File: config.mk
export PLATFORM = sky130hd
export DESIGN_NAME = mips_fpga_top
export DESIGN_NICKNAME = d
export VERILOG_FILES = /design/src/rtl/mips_fpga_top.sv
export SDC_FILE = /design/constraint.sdc
export NUM_CORES = 2
export LEC_CHECK = 0
export CAP_MARGIN = 5
export CORE_MARGIN = 4
export CORE_UTILIZATION = 30
export DETAILED_ROUTE_END_ITERATION = 10
export DONT_BUFFER_PORTS = 1
export GPL_ROUTABILITY_DRIVEN = 0
export GPL_TIMING_DRIVEN = 0
export MAX_ROUTING_LAYER = met4
export PLACE_DENSITY = 0.53
export SLEW_MARGIN = 30
export SYNTH_ARGS = -nofsm -noshare
export SYNTH_HDL_FRONTEND = slang
export SYNTH_SLANG_ARGS = --single-unit
File: constraint.sdc
create_clock -name clk_in -period 85.5 [get_ports clk_in]
set_input_delay 25.65 -clock clk_in [delete_from_list [all_inputs] [get_ports clk_in]]
set_output_delay 25.65 -clock clk_in [all_outputs]
set_load 0.1 [all_outputs]
File: src/rtl/mips_fpga_top.sv
// mips_fpga_top: board-level 32-bit arithmetic unit for the course FPGA.
//
// Two operands come from eight active-low DIP banks (A = banks 3..0, B = banks 7..4) and the
// opcode from eight active-low keys (lowest pressed key wins). The registered result is shown
// on 32 active-low LEDs and on two multiplexed 4-digit hex displays; the opcode is shown on a
// third single-digit display.
//
// Ports:
//   clk_in, sys_rstn             clock, asynchronous active-low reset
//   dip_switch0..7 [7:0]         active-low operand switches
//   user_key [7:0]               active-low opcode keys
//   led_light [31:0]             active-low LEDs, ~result
//   digital_tube0/1 [7:0]        segments {dp,g,f,e,d,c,b,a} for result[15:0] / result[31:16]
//   digital_tube_sel0/1 [3:0]    one-hot digit select, shared scan timing
//   digital_tube2 [7:0]          opcode digit, blank until the first key press
//   digital_tube_sel2            select for tube2, 1 once out of reset
//   uart_rxd                     unused
//   uart_txd                     serial out, idle high
//
// Optional feature macro FPGA_UART_TX_EN: when defined, every change of the result register
// is sent as 4 bytes (LSB byte first, 8N1). Otherwise uart_txd is tied high.
module mips_fpga_top #(
    parameter int unsigned CLK_FREQ = 25000000,
    parameter int unsigned BAUD     = 9600,
    parameter int unsigned SCAN_DIV = 25000
) (
    input  logic        clk_in,
    input  logic        sys_rstn,
    input  logic [7:0]  dip_switch0,
    input  logic [7:0]  dip_switch1,
    input  logic [7:0]  dip_switch2,
    input  logic [7:0]  dip_switch3,
    input  logic [7:0]  dip_switch4,
    input  logic [7:0]  dip_switch5,
    input  logic [7:0]  dip_switch6,
    input  logic [7:0]  dip_switch7,
    input  logic [7:0]  user_key,
    output logic [31:0] led_light,
    output logic [7:0]  digital_tube0,
    output logic [3:0]  digital_tube_sel0,
    output logic [7:0]  digital_tube1,
    output logic [3:0]  digital_tube_sel1,
    output logic [7:0]  digital_tube2,
    output logic        digital_tube_sel2,
    input  logic        uart_rxd,
    output logic        uart_txd
);

    localparam int unsigned BIT_DIV   = CLK_FREQ / BAUD;
    localparam logic [31:0] SCAN_LAST = 32'(SCAN_DIV - 1);

    function automatic logic [7:0] hex_seg(input logic [3:0] nib);
        logic [7:0] seg;
        unique case (nib)
            4'h0: seg = 8'hC0;  4'h1: seg = 8'hF9;  4'h2: seg = 8'hA4;  4'h3: seg = 8'hB0;
            4'h4: seg = 8'h99;  4'h5: seg = 8'h92;  4'h6: seg = 8'h82;  4'h7: seg = 8'hF8;
            4'h8: seg = 8'h80;  4'h9: seg = 8'h90;  4'hA: seg = 8'h88;  4'hB: seg = 8'h83;
            4'hC: seg = 8'hC6;  4'hD: seg = 8'hA1;  4'hE: seg = 8'h86;  4'hF: seg = 8'h8E;
            default: seg = 8'hFF;
        endcase
        return seg;
    endfunction

    logic [63:0] r_dip_s1, r_dip_s2;
    logic [7:0]  r_key_s1, r_key_s2;
    logic [31:0] r_result, r_led, r_scan_cnt;
    logic        r_op_valid, r_sel2;
    logic [2:0]  r_op;
    logic [1:0]  r_idx;

    logic [31:0] w_a, w_b, w_alu;
    logic [2:0]  w_op;
    logic        w_any_key;
    logic [15:0] w_lo, w_hi;
    logic        w_unused_rxd;

    assign w_unused_rxd = uart_rxd;

    // Sync flops reset to the released level so no key reads as pressed right after reset.
    always_ff @(posedge clk_in or negedge sys_rstn) begin
        if (!sys_rstn) begin
            r_dip_s1 <= '1;
            r_dip_s2 <= '1;
            r_key_s1 <= '1;
            r_key_s2 <= '1;
        end else begin
            r_dip_s1 <= {dip_switch7, dip_switch6, dip_switch5, dip_switch4,
                         dip_switch3, dip_switch2, dip_switch1, dip_switch0};
            r_dip_s2 <= r_dip_s1;
            r_key_s1 <= user_key;
            r_key_s2 <= r_key_s1;
        end
    end

    assign w_a       = ~r_dip_s2[31:0];
    assign w_b       = ~r_dip_s2[63:32];
    assign w_any_key = ~&r_key_s2;

    // Lowest-numbered pressed key wins: scan downwards so the last hit is the lowest.
    always_comb begin
        w_op = 3'd0;
        for (int i = 7; i >= 0; i--) begin
            if (!r_key_s2[i]) w_op = 3'(i);
        end
    end

    always_comb begin
        w_alu = '0;
        unique case (w_op)
            3'd0: w_alu = w_a + w_b;
            3'd1: w_alu = w_a - w_b;
            3'd2: w_alu = w_a * w_b;
            3'd3: w_alu = (w_b == 32'd0) ? 32'd0 : w_a / w_b;
            3'd4: w_alu = w_a & w_b;
            3'd5: w_alu = w_a | w_b;
            3'd6: w_alu = w_a ^ w_b;
            3'd7: w_alu = w_a << w_b[4:0];
            default: w_alu = '0;
        endcase
    end

    always_ff @(posedge clk_in or negedge sys_rstn) begin
        if (!sys_rstn) begin
            r_result   <= '0;
            r_op_valid <= 1'b0;
            r_op       <= '0;
            r_led      <= '1;
            r_sel2     <= 1'b0;
        end else begin
            if (w_any_key) begin
                r_result   <= w_alu;
                r_op_valid <= 1'b1;
                r_op       <= w_op;
            end
            r_led  <= ~r_result;
            r_sel2 <= 1'b1;
        end
    end

    always_ff @(posedge clk_in or negedge sys_rstn) begin
        if (!sys_rstn) begin
            r_scan_cnt <= '0;
            r_idx      <= '0;
        end else if (r_scan_cnt == SCAN_LAST) begin
            r_scan_cnt <= '0;
            r_idx      <= r_idx + 2'd1;
        end else begin
            r_scan_cnt <= r_scan_cnt + 32'd1;
        end
    end

    assign w_lo = r_result[15:0];
    assign w_hi = r_result[31:16];

    assign led_light         = r_led;
    assign digital_tube_sel0 = 4'b0001 << r_idx;
    assign digital_tube_sel1 = 4'b0001 << r_idx;
    assign digital_tube0     = hex_seg(w_lo[{r_idx, 2'b00} +: 4]);
    assign digital_tube1     = hex_seg(w_hi[{r_idx, 2'b00} +: 4]);
    assign digital_tube2     = r_op_valid ? hex_seg({1'b0, r_op}) : 8'hFF;
    assign digital_tube_sel2 = r_sel2;

`ifdef FPGA_UART_TX_EN
    localparam logic [31:0] BIT_LAST = 32'(BIT_DIV - 1);

    typedef enum logic [1:0] {StIdle, StStart, StData, StStop} tx_state_e;

    tx_state_e   r_state, w_state_d;
    logic [31:0] r_baud, w_baud_d, r_shift, w_shift_d;
    logic [2:0]  r_bit, w_bit_d;
    logic [1:0]  r_byte, w_byte_d;
    logic        r_pend, w_pend_d, w_tick, w_change, w_txd;

    // Change is seen one cycle early, so the frame starts on the edge that loads the result.
    assign w_change = w_any_key && (w_alu != r_result);

    always_ff @(posedge clk_in or negedge sys_rstn) begin
        if (!sys_rstn) begin
            r_state <= StIdle;
            r_baud  <= '0;
            r_shift <= '0;
            r_bit   <= '0;
            r_byte  <= '0;
            r_pend  <= 1'b0;
        end else begin
            r_state <= w_state_d;
            r_baud  <= w_baud_d;
            r_shift <= w_shift_d;
            r_bit   <= w_bit_d;
            r_byte  <= w_byte_d;
            r_pend  <= w_pend_d;
        end
    end

    always_comb begin
        w_state_d = r_state;
        w_baud_d  = r_baud;
        w_shift_d = r_shift;
        w_bit_d   = r_bit;
        w_byte_d  = r_byte;
        w_pend_d  = r_pend;
        w_txd     = 1'b1;
        w_tick    = (r_baud == BIT_LAST);
        if (r_state != StIdle) begin
            w_baud_d = w_tick ? 32'd0 : r_baud + 32'd1;
            if (w_change) w_pend_d = 1'b1;
        end
        unique case (r_state)
            StIdle: begin
                if (w_change) begin
                    w_shift_d = w_alu;
                    w_byte_d  = '0;
                    w_baud_d  = '0;
                    w_state_d = StStart;
                end
            end
            StStart: begin
                w_txd = 1'b0;
                if (w_tick) begin
                    w_bit_d   = '0;
                    w_state_d = StData;
                end
            end
            StData: begin
                // Shifting right one bit per data bit leaves the next byte at the bottom.
                w_txd = r_shift[0];
                if (w_tick) begin
                    w_shift_d = r_shift >> 1;
                    if (r_bit == 3'd7) w_state_d = StStop;
                    else               w_bit_d   = r_bit + 3'd1;
                end
            end
            StStop: begin
                if (w_tick) begin
                    if (r_byte != 2'd3) begin
                        w_byte_d  = r_byte + 2'd1;
                        w_state_d = StStart;
                    end else if (r_pend || w_change) begin
                        // Only the newest result is sent; intermediate values are dropped.
                        w_shift_d = w_change ? w_alu : r_result;
                        w_pend_d  = 1'b0;
                        w_byte_d  = '0;
                        w_state_d = StStart;
                    end else begin
                        w_state_d = StIdle;
                    end
                end
            end
            default: w_state_d = StIdle;
        endcase
    end

    assign uart_txd = w_txd;
`else
    logic [31:0] w_unused_bit_div;
    assign w_unused_bit_div = BIT_DIV;
    assign uart_txd         = 1'b1;
`endif

endmodule

## Word level (Yosys, flattened, before mapping)

Memory sizes are Yosys's and may differ from the RTL's.
Cells that the tools add are included.

| cells by class | value |
|---|---|
| multiplexer cells | 12 |
| add/sub/neg operators | 4 |
| shift-type cells | 4 |
| bitwise gates (word level) | 6 |
| $mul | 1 |
| equality and inequality tests | 8 |
| divide/modulo/power cells | 1 |
| reductions and logical operators | 3 |

Operators with widths:

| operator | count |
|---|---|
| $pmux 32 s8 | 1 |
| $not 32->32 | 3 |
| $mux 32 | 2 |
| $add 32x1->32 const B | 1 |
| $add 32x32->32 | 1 |
| $and 32x32->32 | 1 |
| $div 32x32->32 | 1 |
| $eq 32x15->1 const B | 1 |
| $logic_not 32->1 | 1 |
| $mul 32x32->32 | 1 |
| $or 32x32->32 | 1 |
| $shiftx 16x5->4 | 2 |
| $shl 32x5->32 | 1 |
| $sub 32x32->32 | 1 |
| $xor 32x32->32 | 1 |
| $mux 3 | 8 |
| $eq 3x3->1 const B | 4 |
| $mux 8 | 1 |
| $reduce_and 8->1 | 1 |
| $eq 3x2->1 const B | 2 |
| $shl 1x2->4 const A | 1 |
| $eq 3x1->1 const B | 1 |
| $logic_not 3->1 | 1 |
| $add 2x1->2 const B | 1 |

| word-level totals | value |
|---|---|
| memories | 3 |
| logic and storage cells | 53 |
| input port bits | 75 |
| register bits after elaboration | 247 |
| bits in read-only memories | 280 |

Memories:

| name | depth | width | read ports | clocked after Yosys merged registers in | write ports | RTL line | text |
|---|---|---|---|---|---|---|---|
| (no name shown) | 16 | 7 | 1 | 0 | 0 | 54 | `unique case (nib)` |
| (no name shown) | 16 | 7 | 1 | 0 | 0 | 54 |  |
| (no name shown) | 8 | 7 | 1 | 0 | 0 | 54 |  |

## Longest topological paths before layout

| depth | value |
|---|---|
| depth in word-level cells | 10 |
| gate-level depth with buffers | 328 |
| mapped depth without buffers | 298 |

## Worst setup path after synthesis

OpenSTA, ideal clock, no wires.

| timing path | value |
|---|---|
| path type | register to register |
| start | register r_dip_s2[32] |
| end | register r_result[0] |
| required time | 85.382 ns |
| stages on the path, launching flop included | 294 |
| period minus slack after synthesis | 66.664 ns |
| path slack | 18.836 ns |
| path buffers | 38 |
| data arrival time | 66.546 ns |
| cells stage by stage | dfstp_2 > clkbuf_1 > clkinv_1 > clkbuf_1 > ha_1 > o31a_1 > ha_1 > o21a_1 > o211a_1 > nand4_1 > o311ai_1 > o31ai_1 > ha_1 > o21a_1 > o31a_1 > and4_1 > mux2_2 > ha_1 > [... 258 more ...] > a2111o_1 > clkbuf_1 > clkbuf_1 > a21oi_1 > ha_1 > a21boi_0 > o21a_1 > o21a_1 > o21a_1 > o21a_1 > o21a_1 > o21a_1 > o21a_1 > o21ai_0 > nand2b_1 > a2111oi_0 > o21ai_0 > a21o_1 |

| on the way | value |
|---|---|
| word-level cells in the longest chain between the ends | 4 |
| elaborated cells on any way between the ends | 12 |

Ends and longest elaborated chain:

| item | RTL line | text |
|---|---|---|
| start: declaration | 64 | `logic [63:0] r_dip_s1, r_dip_s2;` |
| start signal: assignment | 89 | `r_dip_s2 <= r_dip_s1;` |
| $not 32->32 (*) | 96 | `assign w_b = ~r_dip_s2[63:32];` |
| $div 32x32->32 or $logic_not 32->1 (tied branches) | 113 | `3'd3: w_alu = (w_b == 32'd0) ? 32'd0 : w_a / w_b;` |
| $mux 32 | 113 |  |
| $pmux 32 s8 (*) | 109 | `unique case (w_op)` |
| end signal: assignment | 131 | `r_result <= w_alu;` |
| end: declaration | 66 | `logic [31:0] r_result, r_led, r_scan_cnt;` |

Mark *: on every way between the ends. The rest lies on a longest branch, timed or not.
A chain may end at the register's enable or synchronous reset.

## Final worst setup path

| timing path | value |
|---|---|
| start | register r_dip_s2[47] |
| end | register r_result[0] |

| on the way | value |
|---|---|
| word-level cells in the longest chain between the ends | 4 |
| elaborated cells on any way between the ends | 5 |

Ends and longest elaborated chain:

| item | RTL line |
|---|---|
| $not 32->32 (*) | 96 |
| $div 32x32->32 or $logic_not 32->1 (tied branches) | 113 |
| $mux 32 (*) | 113 |
| $pmux 32 s8 (*) | 109 |

Marked as above.

==> summary.md <==
| Metric | Value |
|---|---|
| Leak | `29.6 nW` |
| Row count | `162` |
| Peak supply drop | `0.000144 V` |
| Skew final | `0.0611 ns` |
| Failing checks | `design-rule violations` |
| Placeable core region | `0.195 mm^2` |
| Relative slew slack | `22.6%` |
| Pwr per Cell Area | `40.0 mW/mm^2` |
| Final cycle utilization of the critical path | `96.7%` |
| Mapped cell area | `just under 0.06 mm^2` |
| Finished Layout Cells | `10200` |
| Fmax | `about 0.012 GHz` |
| CTS Hold Bufs | `0` |
| Share of layout cells above drive strength 1 | `9.90%` |
| Minimum clock period after layout | `~83 ns` |
| Nets | `8800` |
| Worst Tran Pin Value | `~1.2 ns` |
| CP Data Arrival Time | `approximately 83 ns` |
| Synth cell count leaders | `nand2_1, ha_1, inv_1` |
| Yosys top cell area share | `16.5%` |
| Num ports | `141` |
| Via Count | `roughly 60000` |
| Vias in the first global route | `57400` |
| Slowest cell delay on critical path | `0.90 ns` |
| Placed cell count | `10100` |
| Most common cell on crit path | `ha_1` |
| Final wirelength | `264000 um` |
| Die ar. | `0.203 mm^2` |
| Sequential cell area | `about 0.0065 mm^2` |
| CTS buffer count | `28` |
| Synthesized netlist cell count | `7481` |
| CTS clk-pin slew, worst paths | `0.06 ns` |
| WHS Path Cells | `0` |
| Synth cell types | `119` |
| Count leader, synth | `nand2_1` |
| Largest net degree at the start of global routing | `approximately 250` |
| Final count of negative-setup-slack endpoints | `0` |
| Cell area after layout | `about 0.064 mm^2` |
| CTS root buffer | `clkbuf_16` |
| Fin. max-slew vios | `0` |
| CTS tree | `built` |
| Seq/Total Area, Yosys | `10.9%` |
| Crit Path Max Fanout | `19` |
| Detail Route Antenna Nets | `0` |
| Post-DP HPWL | `207000 um` |
| Synth Flop Type | `dfstp_2` |
| Tot GR Track Use | `25.7%` |
| First-pass DRT Iterations | `11` |
| Synth top area cells | `ha_1, fa_1, dfstp_2` |
| Area added between synthesis and finish | `9.72%` |
| Fin worst setup slack | `approximately 2.8 ns` |
| Port Buf Inserts | `0` |
| Yosys top cell by area | `ha_1` |
| Global-route wire length before repair | `384000 um` |
| Clock Latency Late Sink | `0.68 ns` |
| Maximum buffer depth of the clock tree | `3` |
| DRT iter0 DRCs | `7208` |
| Avg WL per Cell | `about 26 um` |
| Slowest cell on crit path | `dfstp_4` |
| FF-to-FF path depth | `300` |
| Worst path required time | `around 86 ns` |
| DRC viols | `2` |
| Post-synth EDFFs | `0` |
| Initial core utilization | `30.1%` |
| Post-place instance area | `0.0625 mm^2` |
| Ys async rst share | `100%` |
| Worst Hold Class | `register to register` |
| Crit path kind | `register to register` |
| Initial antenna violation count | `16` |
| Footprint of the multi-input gates | `slightly below 0.05 mm^2` |
| Final Power | `0.00258 W` |
| Grt ovf | `0` |
| Sink Count | `247` |
| Max-cap viol count | `0` |
| Die Height | `451 um` |
| Pre-CTS setup slack | `-9.17 ns` |
| Startpoint types | `register` |
| Mean Syn Cell Area | `7.86 um^2` |
| Vias/cell | `roughly 5.8` |
| YS warnings | `0` |
| Status | `complete, but fails checks` |
| Final Hold Fails | `0` |
| H-Tree Depth | `1` |
| FF+latch count, synth | `247` |
| Horiz. Die Dim | `451 um` |
| Filler instances | `20800` |
| Crit path capture type | `register` |
-- cell type report --
type	count	area share, %
well taps	2624	5.09
diodes	21	0.0815
clock buffers	37	1.20
clock inverters	15	0.264
multi-input cells	6201	76.3
repair buffers	32	0.561
inverters	755	4.39
plain buffers	277	2.03
flip-flops and latches	247	10.0
-- flip-flops by register name (all words and copies together), names as in the netlist --
| register | cells |
|---|---|
| r_dip_s2 | 64 |
| r_dip_s1 | 64 |
| r_op_valid | 1 |
| r_result | 32 |
| led_light | 32 |
| r_idx | 2 |
| r_op | 3 |
| r_scan_cnt | 32 |
| r_key_s2 | 8 |
| digital_tube_sel2 | 1 |
| r_key_s1 | 8 |
-- layer usage --
metal,GRT usage (%),wire length (um)
met5,-,0
met4,13.7,18300
met3,5.89,26700
met2,38.0,112000
met1,32.7,107000
-- kinds of logic (layout without fill, tap and decap cells) --
family                   after synthesis  in the layout  synth area share (%)
AO/OA/AOI/OAI                       1892           1892                  21.7
XOR/XNOR                             511            511                  7.61
adder cells (fa/ha/maj)             1183           1183                  30.4
buffers and inverters               1037           1116                  6.82
flip-flops                           247            247                  10.9
multiplexers                         180            180                  3.69
other                                  1             26               0.00638
AND/OR/NAND/NOR                     2430           2430                  18.9
-- final timing paths --
path	startpoint	end	slack [ns]
max	r_dip_s2[47]$_DFF_PN1_	r_result[0]$_DFFE_PN0N_	2.83
min	r_dip_s1[9]$_DFF_PN1_	r_dip_s2[9]$_DFF_PN1_	0.31
max reg2reg	r_dip_s2[47]$_DFF_PN1_	r_result[0]$_DFFE_PN0N_	2.83
min reg2reg	r_dip_s1[9]$_DFF_PN1_	r_dip_s2[9]$_DFF_PN1_	0.31
max in group asynchronous	sys_rstn	r_dip_s1[12]$_DFF_PN1_	60.37
min in group asynchronous	sys_rstn	digital_tube_sel2$_DFF_PN0_	24.71
-- worst max-delay path, delay by kind of cell, from the launching register on --
| family | cells | cell delay (ns) |
|---|---|---|
| buf+inv | 40 | 10.91 |
| fa+ha+maj | 31 | 9.76 |
| flops | 1 | 0.90 |
| simple gates | 71 | 19.41 |
| compound gates | 154 | 39.67 |
| mux | 4 | 1.55 |
-- timing repair --
action,4_1_cts,5_1_grt
endpoints found under the hold margin,0,0
buffers inserted,9,18
pin swaps,4,8
endpoints found under the setup margin,3,2
resized for setup,86,128
-- layout by cell type (no fill, tap or decap), drive strengths merged, types with 66 or more instances in the layout --
master	Yosys	routed
xnor2	307	307
or3	69	69
ha	774	774
clkbuf	184	220
xor2	204	204
nor2	706	706
buf	98	126
mux2	80	80
nand3	156	156
o211ai	84	84
inv	728	733
o21a	143	143
nand2	888	888
fa	409	409
o21ai	327	327
mux2i	80	80
a21o	175	175
nor3	175	175
a31oi	94	94
dfrtp	71	71
dfstp	176	176
nand2b	66	66
a21oi	481	481
-- metrics by stage --
| step | hold WS (ns) | utilization [%] | setup TNS (ns) |
|---|---|---|---|
| 6_report | 0.307 | 33.1 | 0 |
| 5_1_grt | 0.317 | 33.1 | -0.0950 |
| 4_1_cts | 0.286 | 32.7 | 0 |
| 3_5_place_dp | 0.347 | 32.0 | -17.11 |
| 3_3_place_gp | 0.346 | 31.8 | -25.18 |
| 2_1_floorplan | 0.345 | - | 0 |
-- power by group --
part,total (W),switching [W],internal [W]
Clock,0.000125,0.0000544,0.0000706
Combinational,0.00223,0.00147,0.000763
Sequential,0.000222,0.0000763,0.000146
Total,0.00258,0.00160,0.000980
(Power assumes the default switching activity.)
